[config.mk]
export PLATFORM = sky130hd
export DESIGN_NAME = cache_line_ctrl
export DESIGN_NICKNAME = d
export VERILOG_FILES = /design/src/rtl/cache_pkg.sv /design/src/rtl/cache_line_ctrl.sv
export SDC_FILE = /design/constraint.sdc
export NUM_CORES = 1
export LEC_CHECK = 0
export ABC_AREA = 1
export ABC_CLOCK_PERIOD_IN_PS = 2700
export CAP_MARGIN = 20
export CORE_AREA = 2 2 241 183
export DETAILED_ROUTE_END_ITERATION = 7
export DIE_AREA = 0 0 243 185
export MAX_ROUTING_LAYER = met4
export PLACE_DENSITY = 0.79
export SYNTH_ARGS = -nofsm -noshare
export SYNTH_HDL_FRONTEND = slang
export SYNTH_SLANG_ARGS = --single-unit
[constraint.sdc]
create_clock -name i_clk -period 2.7 [get_ports i_clk]
set_input_delay 0.27 -clock i_clk [delete_from_list [all_inputs] [get_ports i_clk]]
set_output_delay 0.27 -clock i_clk [all_outputs]
set_load 0.02 [all_outputs]
[src/rtl/cache_pkg.sv]
// Shared cache constants, line-controller state type and address-split helpers.
package cache_pkg;

  localparam int ADDR_W     = 32;
  localparam int LINE_WORDS = 4;
  localparam int TAG_W      = 26;
  localparam int INDEX_W    = 2;
  localparam int OFFSET_W   = 4;
  localparam int BEAT_W     = 2;
  localparam logic [ADDR_W-1:0] MMIO_BASE = 32'h0001_0000;
  localparam logic [BEAT_W-1:0] LAST_BEAT = BEAT_W'(LINE_WORDS - 1);

  typedef logic [31:0] word_t;

  typedef enum logic [2:0] {
    S_IDLE,
    S_WB,
    S_FILL,
    S_DONE,
    S_HOLD
  } line_ctrl_state_t;

  function automatic logic [ADDR_W-1:0] line_base(input logic [ADDR_W-1:0] addr);
    return {addr[ADDR_W-1:OFFSET_W], {OFFSET_W{1'b0}}};
  endfunction

  function automatic logic [ADDR_W-1:0] wb_base(input logic [TAG_W-1:0]  tag,
                                                input logic [ADDR_W-1:0] addr);
    return {tag, addr[OFFSET_W+INDEX_W-1:OFFSET_W], {OFFSET_W{1'b0}}};
  endfunction

  // Bases are line-aligned, so the beat index simply replaces the word-offset bits.
  function automatic logic [ADDR_W-1:0] beat_addr(input logic [ADDR_W-1:0] base,
                                                  input logic [BEAT_W-1:0] beat);
    return {base[ADDR_W-1:OFFSET_W], beat, 2'b00};
  endfunction

endpackage

[src/rtl/cache_line_ctrl.sv]
// Miss service controller: optional dirty-victim writeback, then line fill, then a
// single update pulse; all outputs are registered.
module cache_line_ctrl
  import cache_pkg::*;
#(
  parameter int                ADDR_W_P    = ADDR_W,
  parameter logic [ADDR_W-1:0] MMIO_BASE_P = MMIO_BASE
) (
  input  logic                i_clk,
  input  logic                i_rst_n,
  input  logic                i_miss,
  input  logic                i_dirty,
  input  logic [ADDR_W_P-1:0] i_fill_addr,
  input  logic [TAG_W-1:0]    i_victim_tag,
  input  logic [31:0]         i_ow0,
  input  logic [31:0]         i_ow1,
  input  logic [31:0]         i_ow2,
  input  logic [31:0]         i_ow3,
  output logic [31:0]         o_w0,
  output logic [31:0]         o_w1,
  output logic [31:0]         o_w2,
  output logic [31:0]         o_w3,
  output logic                o_update,
  output logic                o_busy,
  output logic                o_mem_req,
  output logic                o_mem_we,
  output logic [ADDR_W_P-1:0] o_mem_addr,
  output logic [31:0]         o_mem_wdata,
  input  logic                i_mem_ack,
  input  logic [31:0]         i_mem_rdata
);

  line_ctrl_state_t    r_state;
  logic [BEAT_W-1:0]   r_beat;
  logic [ADDR_W-1:0]   r_line_base;
  logic [ADDR_W-1:0]   r_wb_base;
  word_t               r_ow [LINE_WORDS];
  word_t               r_w  [LINE_WORDS];
  logic                r_update;
  logic                r_busy;
  logic                r_mem_req;
  logic                r_mem_we;
  logic [ADDR_W-1:0]   r_mem_addr;
  word_t               r_mem_wdata;

  logic [BEAT_W-1:0]   w_beat_nxt;
  logic                w_capture;

  assign w_beat_nxt = r_beat + 1'b1;
  assign w_capture  = i_miss && (i_fill_addr < MMIO_BASE_P);

  always_ff @(posedge i_clk or negedge i_rst_n) begin
    if (!i_rst_n) begin
      r_state     <= S_IDLE;
      r_beat      <= '0;
      r_line_base <= '0;
      r_wb_base   <= '0;
      r_ow        <= '{default: '0};
      r_w         <= '{default: '0};
      r_update    <= 1'b0;
      r_busy      <= 1'b0;
      r_mem_req   <= 1'b0;
      r_mem_we    <= 1'b0;
      r_mem_addr  <= '0;
      r_mem_wdata <= '0;
    end else begin
      r_update <= 1'b0;
      case (r_state)
        S_IDLE: begin
          if (w_capture) begin
            r_line_base <= line_base(i_fill_addr);
            r_wb_base   <= wb_base(i_victim_tag, i_fill_addr);
            r_ow        <= '{i_ow0, i_ow1, i_ow2, i_ow3};
            r_beat      <= '0;
            r_busy      <= 1'b1;
            r_mem_req   <= 1'b1;
            r_mem_we    <= i_dirty;
            r_mem_addr  <= i_dirty ? wb_base(i_victim_tag, i_fill_addr)
                                   : line_base(i_fill_addr);
            r_mem_wdata <= i_dirty ? i_ow0 : '0;
            r_state     <= i_dirty ? S_WB : S_FILL;
          end
        end
        S_WB: begin
          if (i_mem_ack) begin
            r_beat <= w_beat_nxt;
            if (r_beat == LAST_BEAT) begin
              r_state     <= S_FILL;
              r_mem_we    <= 1'b0;
              r_mem_addr  <= r_line_base;
              r_mem_wdata <= '0;
            end else begin
              r_mem_addr  <= beat_addr(r_wb_base, w_beat_nxt);
              r_mem_wdata <= r_ow[w_beat_nxt];
            end
          end
        end
        S_FILL: begin
          if (i_mem_ack) begin
            r_w[r_beat] <= i_mem_rdata;
            r_beat      <= w_beat_nxt;
            if (r_beat == LAST_BEAT) begin
              r_state   <= S_DONE;
              r_mem_req <= 1'b0;
              r_update  <= 1'b1;
            end else begin
              r_mem_addr <= beat_addr(r_line_base, w_beat_nxt);
            end
          end
        end
        S_DONE: r_state <= S_HOLD;
        // Wait for the cache to drop miss so the same miss is not serviced twice.
        S_HOLD: begin
          if (!i_miss) begin
            r_state <= S_IDLE;
            r_busy  <= 1'b0;
          end
        end
        default: r_state <= S_IDLE;
      endcase
    end
  end

  assign o_w0        = r_w[0];
  assign o_w1        = r_w[1];
  assign o_w2        = r_w[2];
  assign o_w3        = r_w[3];
  assign o_update    = r_update;
  assign o_busy      = r_busy;
  assign o_mem_req   = r_mem_req;
  assign o_mem_we    = r_mem_we;
  assign o_mem_addr  = r_mem_addr;
  assign o_mem_wdata = r_mem_wdata;

endmodule

==> impl_results.md, run 1 <==
- Clk Latency, worst-skew pair: 530 ps
- DRT iter0 DRCs: 1168
- Initial antenna violation count: 9
- Placed insts: 2997
- Wirelength per Cell: 16.77 um
- CTS sink count: 381
- Commonest non-fill, non-tap cell in the layout: nand2_1
- Fin cells: 3082
- Remaining DRCs: 0
- Startpoint types: flip-flop
- Met2 WL post-DR: 24.30 mm
- Vias per cell: 5.090
- PwrDens: 1037 nW/um2
- Endpoints failing setup: 0
- Die X-Extent: 243 um
- Fin util: 53.95%
- Kind of critical path: flip-flop to flip-flop
- Max IR drop VDD: 0.0008165 V
- Core Rows: 66
- Clock Pin Slew Worst Setup and Hold Paths: 70 ps
- Leak: 11.48 nW
- Max Root-Sink Buffers: 3
- Core Region: 42780 um2
- Largest net degree at the start of global routing: 84
- Clock root buffer master: clkbuf_16
- Synthesized area: 16860 um2
- Gr usage total: 23.28%
- Starting Density: 39.42%
- First-pass GRT wire length: 81.29 mm
- Routed wl met3: 4.091 mm
- Post-Route Setup TNS: 0 ps
- DIE AREA: 44960 um2
- Syn-to-layout area delta: 36.84%
- Highest Signal Layer: met4
- Crit path required time: 3170 ps
- Syn Inst Count: 2092
- Net count, final: 2690
- CTS tree: done
- Crit share post-route: 89.87%
- Worst Clk Skew: 15.60 ps
- # resized after CTS: 0
- Netlist cell types: 23
- Die Y-Extent: 185 um
- # IOs: 419
- Slew Limit Fails: 0
- Num CTS Buffers: 41
- GRT overflow: 0
- Buffers on Ports: 412
- Hold Violations, Final: 0
- Final estimated routing congestion in global placement: 0.8918
- Via count: 15690
- Total Power: 23.94 mW
- Share of layout cells above drive strength 1: 5.573%
- Status: finished, final reports clean
- Synth Register Bits: 381
- Fillers: 3773
- Critical Path AT: 2890 ps
- H-Tree Depth: 2
- Maxcap violations: 0
- Largest fanout on the critical path: 27
- Min Tclk post-route: 2426 ps
- Worst-Margin Slew: 1032 ps
- Worst hold path class: primary input to flip-flop
- Syn_area_per_cell: 8.061 um2
- Drt total wl: 51.67 mm
- Fin Hold WS: 311.1 ps
- FMAX: 412.1 MHz
- Slew margin rel.: 31.04%
- DP HPWL: 35.23 mm
- Most frequent cells in the layout: 580 x nand2_1, 411 x clkdlybuf4s50_1, 380 x dfrtp_1
- RSZ-0062 raised after global routing: no
- Wl on met1: 21.48 mm
- Vias in the first global route: 15720
- Post-DRT Antenna Nets: 0
- Seq/Total Area, Yosys: 56.54%
- Crit end category: flip-flop
- Ys Warns: 0
- Pre-antenna DRT Iters: 5
==> routing by layer <==
metal	vias to the layer above	global-route usage [%]
li1	7368	-
met2	708	37.73
met1	7514	28.96
met4	0	8.982
met3	97	4.694
met5	-	-
==> timing repair <==
| action | CTS | global route |
|---|---|---|
| endpoints found under the hold margin | 71 | 0 |
| endpoints found under the setup margin | 0 | 0 |
| hold buffers | 1 | 0 |
| buffers inserted | 0 | 0 |
==> area by class of cell <==
cell class	count	area [um2]	area share, %
Antenna cell	10	25.02	0.1084
Clock inverter	16	166.4	0.7211
Multi-Input combinational cell	1344	5923	25.67
Inverter	236	885.9	3.839
Tap cell	578	723.2	3.134
Sequential cell	381	9535	41.32
Timing Repair Buffer	459	4584	19.87
Clock buffer	58	1232	5.341
==> where the power goes <==
part | internal, mW | switching, mW | total [mW]
clock network | 3.47 | 2.30 | 5.77
logic | 3.98 | 6.51 | 10.5
registers | 6.96 | 0.724 | 7.68
==> logic make-up (layout without fill, tap and decap cells) <==
group / after synthesis / after routing / synth area share [%]
compound gates: 512 / 512 / 15.21
other cells: 1 / 12 / 0.02224
buf+inv: 368 / 769 / 8.673
flops: 381 / 381 / 56.54
simple gates: 826 / 826 / 19.26
fa+ha+maj: 4 / 4 / 0.2968
==> metrics by stage <==
step,cell area [um2],worst slack [ps]
after global routing,23070,99.72
after global placement,21640,370.8
final,23080,273.6
after CTS,23050,348.3
after detailed placement,21640,324.9
after floorplan,16870,401.3
==> synthesized netlist by cell type <==
| cell | n | share of area [%] |
|---|---|---|
| inv_2 | 9 | 0.20 |
| nor2_1 | 169 | 3.8 |
| nand3_2 | 2 | 0.12 |
| buf_4 | 12 | 0.53 |
| nand2_1 | 584 | 13 |
| o31ai_1 | 1 | 0.045 |
| conb_1 | 1 | 0.022 |
| clkbuf_1 | 81 | 1.8 |
| nand2_2 | 1 | 0.037 |
| buf_1 | 15 | 0.33 |
| buf_6 | 1 | 0.067 |
| inv_1 | 227 | 5.1 |
| buf_2 | 23 | 0.68 |
| o21ai_1 | 51 | 1.5 |
| a21oi_1 | 224 | 6.6 |
| o21ai_0 | 236 | 7.0 |
| nor3_1 | 1 | 0.030 |
| nor2_2 | 3 | 0.11 |
| nand3_1 | 34 | 1.0 |
| nand3b_1 | 1 | 0.045 |
| ha_1 | 4 | 0.30 |
| nand4_1 | 31 | 1.2 |
| dfrtp_1 | 381 | 57 |
==> worst paths after layout <==
path                                     start        endpoint  slack (ps)  depth (start not counted)
worst min register to register  o_mem_addr[26]  o_mem_addr[26]         480                          2
worst max-delay path                r_state[0]  o_mem_addr[20]         270                          9
max in group asynchronous              i_rst_n   r_wb_base[11]        1450                          3
worst max register to register      r_state[0]  o_mem_addr[20]         270                          9
worst min-delay path                 i_ow2[18]        r_ow[50]         310                          3
min in group asynchronous              i_rst_n        o_w1[29]         350                          2
==> registers in the layout, summed over array words and instances, names as in the netlist <==
name,cells
r_beat,2
r_state,3
o_w3,32
o_w0,32
o_update,1
r_ow,128
o_mem_addr,30
r_line_base,26
o_w2,32
o_busy,1
o_mem_req,1
o_mem_wdata,32
o_mem_we,1
o_w1,32
r_wb_base,28
==> critical path, cell delays in order, from the launching register on <==
cell and delay, ps:
dfrtp_1 450, inv_2 110, nand3_2 160, inv_2 120
buf_4 340, nand2_1 430, nand4_1 270, buf_4 310
nand2_1 90, nand2_1 80
Power figures use the tool's default switching activity.
==> inputs of run 2 (changes only) <==
- ABC_AREA: 1 -> not set
- CORE_AREA: 2 2 241 183 -> 2 2 236 180
- DIE_AREA: 0 0 243 185 -> 0 0 238 182
==> impl_results.md, run 2 <==
- Setup repair bufs after CTS: 0 (unchanged)
- Starting Density: 39.12% (was 39.42%)
- Top cell type by total area after synthesis: dfrtp_1 (unchanged)
- Clock Pin Slew Worst Setup and Hold Paths: 60 ps (was 70 ps)
- Vias in the first global route: 12680 (was 15720)
- Syn Inst Count: 1465 (was 2092)
- Async SR Flop Fraction: 100.0% (unchanged)
- Worst Clk Skew: 24.37 ps (was 15.60 ps)
- EDFF count, synth: 0 (unchanged)
- CP peak stage delay: 560 ps (was 450 ps)
- Crit end category: flip-flop (unchanged)
- First-pass GRT wire length: 71.79 mm (was 81.29 mm)
- # resized after CTS: 0 (unchanged)
- Gr usage total: 21.72% (was 23.28%)
- FMAX: 455.7 MHz (was 412.1 MHz)
- CTS tree: done (unchanged)
- Seq/Total Area, Yosys: 59.00% (was 56.54%)
- Ys Warns: 0 (unchanged)
- Slew margin rel.: 58.55% (was 31.04%)
- Worst r2r dst: r_ow[56] (was o_mem_addr[20])
- Post-synth top cells: 509 x nand2_1, 381 x dfrtp_1, 129 x mux2_2, 96 x nor2_1, 65 x a21oi_1 (was 584 x nand2_1, 381 x dfrtp_1, 236 x o21ai_0, 227 x inv_1, 224 x a21oi_1)
- Pre-antenna DRT Iters: 5 (unchanged)
- Netlist cell types: 47 (was 23)
- Post-Route Setup TNS: 0 ps (unchanged)
- Max reg flops: 128 (unchanged)
- DP HPWL: 31.60 mm (was 35.23 mm)
- R2R Setup Slk: 510 ps (was 270 ps)
- Min Tclk post-route: 2195 ps (was 2426 ps)
- Core Rows: 65 (was 66)
- RSZ-0062 raised after global routing: no (unchanged)
- Cts hold-fix bufs: 1 (unchanged)
- Syn_area_per_cell: 11.03 um2 (was 8.061 um2)
- Largest fanout on the critical path: 68 (was 27)
- Via count: 12390 (was 15690)
- Endpoints failing setup: 0 (unchanged)
- DIE AREA: 43320 um2 (was 44960 um2)
- Fin util: 53.86% (was 53.95%)
- CP max stage cell: or3_4 (was dfrtp_1)
- Crit path required time: 3100 ps (was 3170 ps)
- Num CTS Buffers: 39 (was 41)
- FF-to-FF path depth: 5 (was 9)
- Vias per cell: 5.093 (was 5.090)
- Synth Register Bits: 381 (unchanged)
- Kind of critical path: flip-flop to flip-flop (unchanged)
- Ranking of synthesized cells by area: dfrtp_1 59%, nand2_1 12%, mux2_2 9.0% (was dfrtp_1 57%, nand2_1 13%, o21ai_0 7.0%)
- Die X-Extent: 238 um (was 243 um)
- Die Y-Extent: 182 um (was 185 um)
- Slew Limit Fails: 0 (unchanged)
- Worst-Margin Slew: 621.8 ps (was 1032 ps)
- Wirelength per Cell: 18.85 um (was 16.77 um)
- Fin cells: 2433 (was 3082)
- Hold EP: r_ow[42] (was r_ow[50])
- Largest net degree at the start of global routing: 82 (was 84)
- CP Depth: 5 (was 9)
- Hold Violations, Final: 0 (unchanged)
- Largest reg by FF count: r_ow (unchanged)
- Most frequent cells in the layout: 507 x nand2_1, 410 x clkdlybuf4s50_1, 380 x dfrtp_1 (was 580 x nand2_1, 411 x clkdlybuf4s50_1, 380 x dfrtp_1)
- Max Root-Sink Buffers: 3 (unchanged)
- Crit share post-route: 81.28% (was 89.87%)
- CTS sink count: 381 (unchanged)
- Drt total wl: 45.86 mm (was 51.67 mm)
- Startpoint types: flip-flop (unchanged)
- Crit path cell chain: or3_1 > or3_4 > buf_12 > nand2_1 > nand2_1 (was inv_2 > nand3_2 > inv_2 > buf_4 > nand2_1 > nand4_1 > buf_4 > nand2_1 > nand2_1)
- Synthesized area: 16160 um2 (was 16860 um2)
- CP top delay family: simple AND/OR/NAND/NOR gates (unchanged)
- H-Tree Depth: 2 (unchanged)
- Clock root buffer master: clkbuf_16 (unchanged)
- Core Region: 41310 um2 (was 42780 um2)
- Worst hold path class: primary input to flip-flop (unchanged)
- Fin Hold WS: 266.7 ps (was 311.1 ps)
- # IOs: 419 (unchanged)
- Buffers on Ports: 412 (unchanged)
- Crit path buffers/inverters: 1 (was 4)
- Initial antenna violation count: 4 (was 9)
- Reg-to-reg startpoint: r_state[1] (was r_state[0])
- Post-DRT Antenna Nets: 0 (unchanged)
- Leak: 10.57 nW (was 11.48 nW)
- Hold Startpoint: i_ow2[10] (was i_ow2[18])
- Synth Flop Type: dfrtp_1 (unchanged)
- Final estimated routing congestion in global placement: 0.8330 (was 0.8918)
- Most frequent cell after synthesis: nand2_1 (unchanged)
- Clk Latency, worst-skew pair: 530 ps (about the same)
- Placed insts: 2359 (was 2997)
- Status: finished, final reports clean (unchanged)
- Hold path depth: 3 (unchanged)
- Syn-to-layout area delta: 37.68% (was 36.84%)
- GRT overflow: 0 (unchanged)
- Top-area cell type share of the netlist area: 59.00% (was 56.54%)
- DRT iter0 DRCs: 739 (was 1168)
- Critical Path AT: 2590 ps (was 2890 ps)
- Net count, final: 2092 (was 2690)
- Maxcap violations: 0 (unchanged)
- PwrDens: 968.8 nW/um2 (was 1037 nW/um2)
- Remaining DRCs: 0 (unchanged)
- Cell repeated most along the worst path: nand2_1 (unchanged)
- Share of layout cells above drive strength 1: 14.58% (was 5.573%)
- Max IR drop VDD: 0.0005703 V (was 0.0008165 V)
- Commonest non-fill, non-tap cell in the layout: nand2_1 (unchanged)
[run 2: layout make-up]
cell class / count / area [um2]
Tap cell: 536 / 670.6
Antenna cell: 4 / 10.01
Multi-Input combinational cell: 985 / 6077
Clock buffer: 60 / 1177
Clock inverter: 9 / 101.3
Fill cell: 3481 / 19060
Timing Repair Buffer: 453 / 4659
Sequential cell: 381 / 9535
Inverter: 5 / 18.77
[run 2: metrics by stage]
stage                     total power, mW  cell area, um2  worst slack (ps)
after detailed placement            16.25           20950             201.1
after floorplan                     12.01           16160             217.8
after global routing                22.63           22250             328.8
after CTS                           21.75           22240             460.9
after global placement              16.03           20950             240.0
final                               21.56           22250             505.4
[run 2: worst max path at each step]
stage	startpoint	endpoint	slack, ps
2_1_floorplan	r_beat[0]	o_mem_wdata[21]	220
3_3_place_gp	i_fill_addr[31]	r_ow[87]	240
3_5_place_dp	i_fill_addr[31]	r_ow[82]	200
4_1_cts	r_beat[0]	o_mem_wdata[19]	460
5_1_grt	r_beat[0]	o_mem_wdata[19]	330
6_report	r_state[1]	r_ow[56]	510
[run 2: kinds of logic (layout without fill, tap and decap cells)]
logic type                 Yosys count  after routing  synth area share [%]
muxes                              190            190                 15.24
other                                1              6               0.02320
xor gates and xnor gates             1              1               0.05421
AOI/OAI and AO/OA                  141            141                 5.768
DFF                                381            381                 59.00
buffers and inverters              100            527                 3.732
adders and majority gates            4              4                0.3097
and+or+nand+nor                    647            647                 15.87
[run 2: worst min-delay path, delay by kind of cell]
family,cells,cell delay [ps]
buffers and inverters,1,390
AND/OR/NAND/NOR,2,90
[run 2: layer usage]
layer / wire [um] / track usage (%) / share of wire [%] / vias to the layer above
met5: 0 / - / 0 / -
met4: 869 / 5.325 / 1.9 / 0
met3: 3852 / 5.655 / 8.4 / 59
met2: 22370 / 35.61 / 49 / 498
met1: 18770 / 26.99 / 41 / 6117
li1: - / - / - / 5718
[run 2: power by group]
group / total (mW) / switching (mW) / internal, mW
clock: 5.42 / 2.22 / 3.19
sequential: 7.72 / 0.733 / 6.99
combinational: 8.42 / 4.45 / 3.97
